`src/rtl/arp_cache_ctrl_pkg.sv`:
```
// arp_cache_ctrl_pkg: shared constants and the one-hot lookup FSM encoding
// used by the ARP cache controller.
package arp_cache_ctrl_pkg;

    localparam logic [47:0] BCAST_MAC = 48'hFFFF_FFFF_FFFF;

    typedef enum logic [3:0] {
        ST_IDLE       = 4'b0001,
        ST_LOOKUP     = 4'b0010,
        ST_SEND_REQ   = 4'b0100,
        ST_WAIT_REPLY = 4'b1000
    } state_e;

endpackage

```
`src/rtl/arp_cache_ctrl_cache.sv`:
```
// arp_cache_ctrl_cache: small IP->MAC store with parallel match, in-place overwrite
// of known IPs and round-robin replacement for new ones.
module arp_cache_ctrl_cache #(
    parameter int DEPTH = 4
) (
    input  logic        clk,
    input  logic        rst_n,
    input  logic        wr_en,
    input  logic [31:0] wr_ip,
    input  logic [47:0] wr_mac,
    input  logic [31:0] rd_ip,
    output logic        rd_hit,
    output logic [47:0] rd_mac
);

    localparam int PW = $clog2(DEPTH);

    logic [DEPTH-1:0] vld_q, vld_d;
    logic [31:0]      ip_q  [DEPTH];
    logic [31:0]      ip_d  [DEPTH];
    logic [47:0]      mac_q [DEPTH];
    logic [47:0]      mac_d [DEPTH];
    logic [PW-1:0]    ptr_q, ptr_d;
    logic [DEPTH-1:0] wr_match, rd_match;

    always_comb begin
        rd_mac = '0;
        for (int i = 0; i < DEPTH; i++) begin
            wr_match[i] = vld_q[i] && ip_q[i] == wr_ip;
            rd_match[i] = vld_q[i] && ip_q[i] == rd_ip;
            rd_mac      = rd_mac | (rd_match[i] ? mac_q[i] : 48'h0);
        end
        rd_hit = |rd_match;
    end

    // IPs are unique in the store, so an overwrite never consumes a new slot
    always_comb begin
        vld_d = vld_q;
        ip_d  = ip_q;
        mac_d = mac_q;
        ptr_d = ptr_q;
        if (wr_en && |wr_match) begin
            for (int i = 0; i < DEPTH; i++)
                if (wr_match[i]) mac_d[i] = wr_mac;
        end else if (wr_en) begin
            vld_d[ptr_q] = 1'b1;
            ip_d[ptr_q]  = wr_ip;
            mac_d[ptr_q] = wr_mac;
            ptr_d        = ptr_q + 1'b1;
        end
    end

    always_ff @(posedge clk or negedge rst_n) begin
        if (!rst_n) begin
            vld_q <= '0;
            ptr_q <= '0;
            for (int i = 0; i < DEPTH; i++) begin
                ip_q[i]  <= '0;
                mac_q[i] <= '0;
            end
        end else begin
            vld_q <= vld_d;
            ptr_q <= ptr_d;
            ip_q  <= ip_d;
            mac_q <= mac_d;
        end
    end

endmodule

```
`src/rtl/arp_cache_ctrl.sv`:
```
// arp_cache_ctrl: learns IP->MAC pairs from received ARP, answers requests, and
// resolves destination MACs for the TX path with timed ARP request retries.
module arp_cache_ctrl
    import arp_cache_ctrl_pkg::*;
#(
    parameter int CACHE_DEPTH = 4,
    parameter int TIMEOUT_CYC = 12_500_000,
    parameter int MAX_RETRY   = 3
) (
    input  logic        clk,
    input  logic        rst_n,
    input  logic        arp_rx_done,
    input  logic        arp_rx_type,
    input  logic [47:0] src_mac,
    input  logic [31:0] src_ip,
    input  logic        lkp_req,
    input  logic [31:0] lkp_ip,
    output logic        lkp_busy,
    output logic        lkp_done,
    output logic        lkp_hit,
    output logic [47:0] lkp_mac,
    output logic        arp_tx_en,
    output logic        arp_tx_type,
    output logic [47:0] des_mac,
    output logic [31:0] des_ip,
    input  logic        tx_done
);

    localparam int TW = $clog2(TIMEOUT_CYC + 1);
    localparam int RW = $clog2(MAX_RETRY + 1);

    state_e        state_q, state_d;
    logic [31:0]   lkp_ip_q, lkp_ip_d;
    logic          chit_q, chit_d;
    logic [47:0]   cmac_q, cmac_d;
    logic [RW-1:0] retry_q, retry_d;
    logic [TW-1:0] timer_q, timer_d;
    logic          sent_q, sent_d;
    logic          done_q, done_d;
    logic          hit_q, hit_d;
    logic [47:0]   mac_q, mac_d;
    logic          reply_pend_q, tx_busy_q, tx_type_q;
    logic [47:0]   rmac_q, tx_mac_q;
    logic [31:0]   rip_q, tx_ip_q;
    logic          rd_hit;
    logic [47:0]   rd_mac;
    logic          rx_req, grant_reply, grant_req, bypass, counting, timeout, reply_match;

    arp_cache_ctrl_cache #(.DEPTH(CACHE_DEPTH)) u_cache (
        .clk    (clk),
        .rst_n  (rst_n),
        .wr_en  (arp_rx_done && src_ip != 32'h0),
        .wr_ip  (src_ip),
        .wr_mac (src_mac),
        .rd_ip  (lkp_ip),
        .rd_hit (rd_hit),
        .rd_mac (rd_mac)
    );

    // A request arriving this cycle holds off our own ARP request so the reply goes first
    assign rx_req      = arp_rx_done && !arp_rx_type;
    assign grant_reply = !tx_busy_q && reply_pend_q;
    assign grant_req   = !tx_busy_q && !reply_pend_q && !rx_req && state_q == ST_SEND_REQ;
    assign arp_tx_en   = grant_reply || grant_req;
    assign arp_tx_type = arp_tx_en ? grant_reply : tx_type_q;
    assign des_mac     = arp_tx_en ? (grant_reply ? rmac_q : BCAST_MAC) : tx_mac_q;
    assign des_ip      = arp_tx_en ? (grant_reply ? rip_q : lkp_ip_q) : tx_ip_q;

    assign bypass      = arp_rx_done && src_ip == lkp_ip;
    assign counting    = sent_q || tx_done;
    assign timeout     = counting && timer_q == TW'(TIMEOUT_CYC - 1);
    assign reply_match = arp_rx_done && arp_rx_type && src_ip == lkp_ip_q;

    assign lkp_busy = state_q != ST_IDLE;
    assign lkp_done = done_q;
    assign lkp_hit  = hit_q;
    assign lkp_mac  = mac_q;

    always_comb begin
        state_d  = state_q;
        lkp_ip_d = lkp_ip_q;
        chit_d   = chit_q;
        cmac_d   = cmac_q;
        retry_d  = retry_q;
        timer_d  = timer_q;
        sent_d   = sent_q;
        done_d   = 1'b0;
        hit_d    = hit_q;
        mac_d    = mac_q;
        case (state_q)
            ST_IDLE: if (lkp_req) begin
                state_d  = ST_LOOKUP;
                lkp_ip_d = lkp_ip;
                chit_d   = bypass || rd_hit;
                cmac_d   = bypass ? src_mac : rd_mac;
            end
            ST_LOOKUP: begin
                state_d = chit_q ? ST_IDLE : ST_SEND_REQ;
                done_d  = chit_q;
                hit_d   = chit_q ? 1'b1 : hit_q;
                mac_d   = chit_q ? cmac_q : mac_q;
                retry_d = '0;
            end
            ST_SEND_REQ: if (grant_req) begin
                state_d = ST_WAIT_REPLY;
                timer_d = '0;
                sent_d  = 1'b0;
            end
            ST_WAIT_REPLY: begin
                timer_d = counting ? timer_q + 1'b1 : timer_q;
                sent_d  = sent_q || tx_done;
                if (reply_match) begin
                    state_d = ST_IDLE;
                    done_d  = 1'b1;
                    hit_d   = 1'b1;
                    mac_d   = src_mac;
                end else if (timeout && retry_q == RW'(MAX_RETRY - 1)) begin
                    state_d = ST_IDLE;
                    done_d  = 1'b1;
                    hit_d   = 1'b0;
                    mac_d   = '0;
                end else if (timeout) begin
                    state_d = ST_SEND_REQ;
                    retry_d = retry_q + 1'b1;
                end
            end
            default: state_d = ST_IDLE;
        endcase
    end

    always_ff @(posedge clk or negedge rst_n) begin
        if (!rst_n) begin
            state_q  <= ST_IDLE;
            lkp_ip_q <= '0;
            chit_q   <= 1'b0;
            cmac_q   <= '0;
            retry_q  <= '0;
            timer_q  <= '0;
            sent_q   <= 1'b0;
            done_q   <= 1'b0;
            hit_q    <= 1'b0;
            mac_q    <= '0;
        end else begin
            state_q  <= state_d;
            lkp_ip_q <= lkp_ip_d;
            chit_q   <= chit_d;
            cmac_q   <= cmac_d;
            retry_q  <= retry_d;
            timer_q  <= timer_d;
            sent_q   <= sent_d;
            done_q   <= done_d;
            hit_q    <= hit_d;
            mac_q    <= mac_d;
        end
    end

    // A newer request sets the pending flag even in the cycle the older reply is granted
    always_ff @(posedge clk or negedge rst_n) begin
        if (!rst_n) begin
            reply_pend_q <= 1'b0;
            rip_q        <= '0;
            rmac_q       <= '0;
            tx_busy_q    <= 1'b0;
            tx_type_q    <= 1'b0;
            tx_mac_q     <= '0;
            tx_ip_q      <= '0;
        end else begin
            reply_pend_q <= rx_req || (reply_pend_q && !grant_reply);
            if (rx_req) begin
                rip_q  <= src_ip;
                rmac_q <= src_mac;
            end
            tx_busy_q <= arp_tx_en || (tx_busy_q && !tx_done);
            if (arp_tx_en) begin
                tx_type_q <= arp_tx_type;
                tx_mac_q  <= des_mac;
                tx_ip_q   <= des_ip;
            end
        end
    end

endmodule

```
`config.mk`:
```
export PLATFORM = sky130hd
export DESIGN_NAME = arp_cache_ctrl
export DESIGN_NICKNAME = d
export VERILOG_FILES = /design/src/rtl/arp_cache_ctrl_pkg.sv /design/src/rtl/arp_cache_ctrl_cache.sv /design/src/rtl/arp_cache_ctrl.sv
export SDC_FILE = /design/constraint.sdc
export NUM_CORES = 1
export LEC_CHECK = 0
export CAP_MARGIN = 20
export CORE_MARGIN = 5
export CORE_UTILIZATION = 38
export CTS_BUF_LIST = sky130_fd_sc_hd__clkbuf_16
export DETAILED_ROUTE_END_ITERATION = 7
export PLACE_DENSITY_LB_ADDON = 0.15
export SLEW_MARGIN = 30
export SYNTH_ARGS = -nofsm -noshare
export SYNTH_HDL_FRONTEND = slang
export SYNTH_SLANG_ARGS = --single-unit
```
`constraint.sdc`:
```
create_clock -name clk -period 5 [get_ports clk]
set_input_delay 0.75 -clock clk [delete_from_list [all_inputs] [get_ports clk]]
set_output_delay 0.75 -clock clk [all_outputs]
set_load 0.1 [all_outputs]
```
* Word-level counts from Yosys, hierarchy flattened
Cells that the tools add are included.
Word-level totals: logic and storage cells 173, bits of input ports 118, bits in registers 651, output and inout port bits 133
Operators by class: equality and inequality tests 30, muxes and demuxes 51, order comparisons 4, add/sub/neg operators 3, bitwise logic cells 6, reduce and logical (&&, ||, !) cells 52
Operators by type and width (count):
- two-way mux 48 bit | 15
- two-way mux 192 bit | 2
- == test 32 bit | 10
- bitwise mux 192 bit | 1
- OR 48 bit | 3
- bitwise mux 128 bit | 1
- demux 48 bit (select 2 bit) | 1
- two-way mux 32 bit | 3
- one-hot mux 48 bit (2 select lines) | 1
- demux 32 bit (select 2 bit) | 1
- two-way mux 24 bit | 2
- one-hot mux 24 bit (2 select lines) | 1
- nonzero test 32 bit | 1
- adder 24 x 1 -> 24 bit, second input constant | 1
- == test 24 bit, second input constant | 1
- logical AND 1 bit | 24
- two-way mux 4 bit | 5
- one-hot mux 4 bit (4 select lines) | 1
- inequality test 2 bit, second input constant | 7
- AND reduction 2 bit | 7
- AND reduction 3 bit | 3
- two-way mux 1 bit | 8
- inequality test 2 x 1 -> 1 bit, second input constant | 4
- OR reduction 4 bit | 2
- other kinds (25) | 41

* Logic depth before layout (Yosys ltp)
depth after elaboration 8, mapped depth 10

* Hierarchy
A second synthesis with hierarchy kept.
Unflattened totals: cells, all modules 2793, area total of the unflattened synthesis 31914.4 um^2
Modules (own cells, without submodules):
- arp_cache_ctrl_cache | seq. area each 8157.8 um^2, area an instance 17035.1 um^2, times used 1, cells each 1372
- arp_cache_ctrl | seq. area each 8134.1 um^2, area an instance 14879.3 um^2, times used 1, cells each 1421

* Worst setup path after synthesis
OpenSTA, ideal clock, no wires.
path kind register to output, start point register state_q[1], end point output des_ip[23], path buffers 3, required time 4.250 ns, cell stages (with the launch flop) 8, arrival 3.455 ns, slack 0.795 ns, cell sequence dfrtp_1 buf_2 nor4b_1 and3_1 clkbuf_1 buf_1 nand2_1 a31oi_1
On the way: word-level cells in the longest chain between the ends 4
Ends and longest elaborated chain:
- from (decl) | RTL line arp_cache_ctrl.sv:32 | state_e state_q, state_d;
- from (signal assigned) | RTL line arp_cache_ctrl.sv:144 | state_q <= state_d;
- == test 4 x 3 -> 1 bit | RTL line arp_cache_ctrl.sv:63 | assign grant_req = !tx_busy_q && !reply_pend_q && !rx_req && state_q == ST_SEND_REQ;
- logical AND 1 bit | RTL line arp_cache_ctrl.sv:63
- logical OR 1 bit | RTL line arp_cache_ctrl.sv:64 | assign arp_tx_en = grant_reply || grant_req;
- two-way mux 32 bit | RTL line arp_cache_ctrl.sv:67 | assign des_ip = arp_tx_en ? (grant_reply ? rip_q : lkp_ip_q) : tx_ip_q;
- to (decl) | RTL line arp_cache_ctrl.sv:25 | output logic [31:0] des_ip,
No other way between the ends.

* Worst setup path after layout
start point register state_q[1], end point output des_mac[5]
On the way: word-level cells in the longest chain between the ends 4
Ends and longest elaborated chain:
- == test 4 x 3 -> 1 bit | RTL line arp_cache_ctrl.sv:63
- logical AND 1 bit | RTL line arp_cache_ctrl.sv:63
- logical OR 1 bit | RTL line arp_cache_ctrl.sv:64
- two-way mux 48 bit | RTL line arp_cache_ctrl.sv:66 | assign des_mac = arp_tx_en ? (grant_reply ? rmac_q : BCAST_MAC) : tx_mac_q;
- to (decl) | RTL line arp_cache_ctrl.sv:24 | output logic [47:0] des_mac,
No other way between the ends.

==> reports/summary.txt <==
synth top area cells: dfrtp_1 (51%), mux2_2 (9.0%), xor2_1 (7.1%), mux2_1 (5.5%), nand2_1 (3.4%)
Vias: 23600
Yosys top cell by area: dfrtp_1
CP Launch Point: state_q[1]
path type of the worst setup path: reg -> out
DP Wirelength: 73900 um
number of distinct library cells after synthesis: 48
slowest CP cell: nand3_4
# clock sinks: 651
Synth async-reset ratio: 100%
DR pass1 iterations: 5
CP cell instances: nor4b_1, nand3_4, buf_12, a21oi_1, buf_12
Setup crit end kind: output pin
max_cap viols: 0
crit path launch type: flop
Port Buf Inserts: 250
Clock Latency Late Sink: 0.63 ns
Fillers: 7575
Min Hold Slack: 0.196 ns
min-delay worst type: in -> async
post-cts sizing count: 0
total congestion overflow: 0
clk buf depth: 3
layout cells sized above 1: 20.0%
initial core utilization: 38.1%
outcome: complete, no violations
CTS tree: built
most frequent cells in the layout: dfrtp_1 (650), nand2_1 (289), xor2_1 (256)
area share of the largest cell type after synthesis: 51.2%
Final period util: 89.5%
leakage: 16.8 nW
drt wl/cell: 26.3 um
slowest stage delay, CP: 0.68 ns
Syn Nets: 2968
Initial DRC Count: 1836
sequential share of the synthesized area: 51.3%
DRT Wirelength: 110000 um
clock transition at the registers of the reported paths: 0.06 ns
final hold violation count: 0
post-CTS setup buffer count: 0
FP Rows: 106
critical path depth: 5
Post-synth EDFFs: 0
initial antenna violation count: 5
Hold Buf Count CTS: 0
area grow syn2layout: 23.0%
Die Span Y: 299 um
DRC viols: 0
root buffer cell: clkbuf_16
CP max FO: 77
All-Layer GR Usage: 24.1%
# IOs: 251
CP bufs+invs: 2
DRT antenna net count: 0
top_reg_cell synth: dfrtp_1
vias per cell: 5.62
Peak supply drop: 0.504 mV
core region area: 0.0833 mm^2
final setup vio count: 0
clock skew: 0.0225 ns
Setup TNS: 0 ns
Setup crit end: des_mac[5]
CP top delay family: simple AND/OR/NAND/NOR gates
Worst R2R Setup Slack: 1.23 ns
Slew HR: 31.6%
flops & latches, synth: 651
GP Congestion: 0.908
largest net degree at the start of global routing: 133
worst r2r dst: timer_q[22]
H-tree Lvls: 3
synthesized instance count: 2844
post-layout min period: 4.48 ns
Worst path most repeated cell: buf_12
R2R cell count: 9
commonest non-fill, non-tap cell in the layout: dfrtp_1
Mapped Area: 0.0318 mm^2
syn_area_per_cell: 11.2 um^2
first-pass GRT wire length: 164000 um
PD cells: 621 mW/mm^2
FMAX: 223 MHz
worst-margin pin slew: 1.02 ns
Slew Viols, Final: 0
Worst Path Arrival: 3.73 ns
yosys warns: 0
Worst EP required: 4.25 ns
critical register-to-register path startpoint: state_q[1]
Die W: 299 um
Layout Nets: 3179
full die area: 0.0895 mm^2
CTS Buf Count: 78
vias in the first global route: 24300
RSZ-0062 raised after global routing: false
## power by group
part	internal, W	total [W]	switching, W
Clock	0.00333	0.00569	0.00236
Sequential	0.00719	0.00862	0.00143
Combinational	0.00398	0.00994	0.00596
## registers in the layout (all words and copies together), names as in the netlist, 4 cells and up
signal	cells
u_cache.mac_q	192
lkp_ip_q	32
cmac_q	48
tx_mac_q	48
state_q	4
lkp_mac	48
timer_q	24
rip_q	32
u_cache.vld_q	4
rmac_q	48
u_cache.ip_q	128
tx_ip_q	32
## how the worst min path moves through the flow
stage | cells after the start | end | slack [ns]
floorplan | 2 | tx_type_q | 0.44
CTS | 1 | timer_q[11] | 0.18
finish | 1 | lkp_ip_q[7] | 0.20
global route | 1 | timer_q[12] | 0.26
global placement | 2 | tx_type_q | 0.45
detailed placement | 2 | tx_type_q | 0.46
## synthesized netlist by cell type (2+ instances only)
library cell / n
or2_1: 4
nor2_1: 208
inv_1: 11
nand2b_1: 4
nor4b_1: 6
buf_1: 4
mux2_2: 254
nor4_1: 89
nand4b_1: 4
a21oi_1: 111
xnor2_1: 82
nor2b_1: 3
or3b_1: 2
or3_1: 9
or4_1: 2
dfrtp_1: 650
nor2_2: 4
and3_1: 6
clkbuf_1: 131
o2111ai_1: 2
nand2_1: 289
nand4_1: 43
a31oi_1: 64
buf_6: 13
xor2_1: 256
nor3_1: 21
buf_4: 6
a21o_1: 49
a311oi_1: 48
mux2_4: 40
nand3_1: 31
ha_1: 6
o21ai_0: 61
a22oi_1: 96
mux2_1: 156
buf_2: 67
## metrics by stage
stage | area (um^2) | std cells | worst slack (ns) | utilization, % | total power [W]
finish | 39100 | 4199 | 0.525 | 46.9 | 0.0243
detailed placement | 36500 | 4055 | 0.367 | 43.9 | 0.0186
global placement | 36500 | 4053 | 0.379 | 43.8 | 0.0184
floorplan | 31800 | 2844 | 0.795 | - | 0.0149
global route | 39100 | 4197 | 0.418 | 46.9 | 0.0253
CTS | 39100 | 4197 | 0.507 | 46.9 | 0.0244
## cell type report
type | instances | area, um^2 | share of cell area [%]
Multi-Input combinational cell | 1961 | 14600 | 37.2
Tap cell | 1080 | 1350 | 3.46
Inverter | 11 | 41.3 | 0.106
Clock buffer | 80 | 2000 | 5.12
Clock inverter | 62 | 541 | 1.38
Timing Repair Buffer | 352 | 4290 | 11.0
Sequential cell | 651 | 16300 | 41.7
Antenna cell | 2 | 5.00 | 0.0128
## worst register-to-register path: cells and delay by family (launching register included)
family          cells  cell delay [ns]
buf+inv             2             0.63
compound gates      1             0.30
simple gates        5             2.05
xor+xnor            1             0.20
flops               1             0.47
## cell families after synthesis
family | count (synthesis) | share of synthesized area (%)
fa+ha+maj | 6 | 0.236
simple gates | 730 | 10.4
mux | 450 | 16.4
xor+xnor | 338 | 9.32
compound gates | 437 | 8.92
buf+inv | 232 | 3.38
flops | 651 | 51.3
## layer usage
metal  GRT usage [%]  share of wire (%)  wire (um)  vias to the layer above
li1                -                  -          -                    10400
met1            34.4                 45      50200                    12200
met2            38.1                 46      50500                      778
met3            4.11                6.1       6790                      182
met4            6.76                2.7       2940                        2
met5               0              0.012         13                        -
Note: power is estimated with default switching activity, not from simulation.
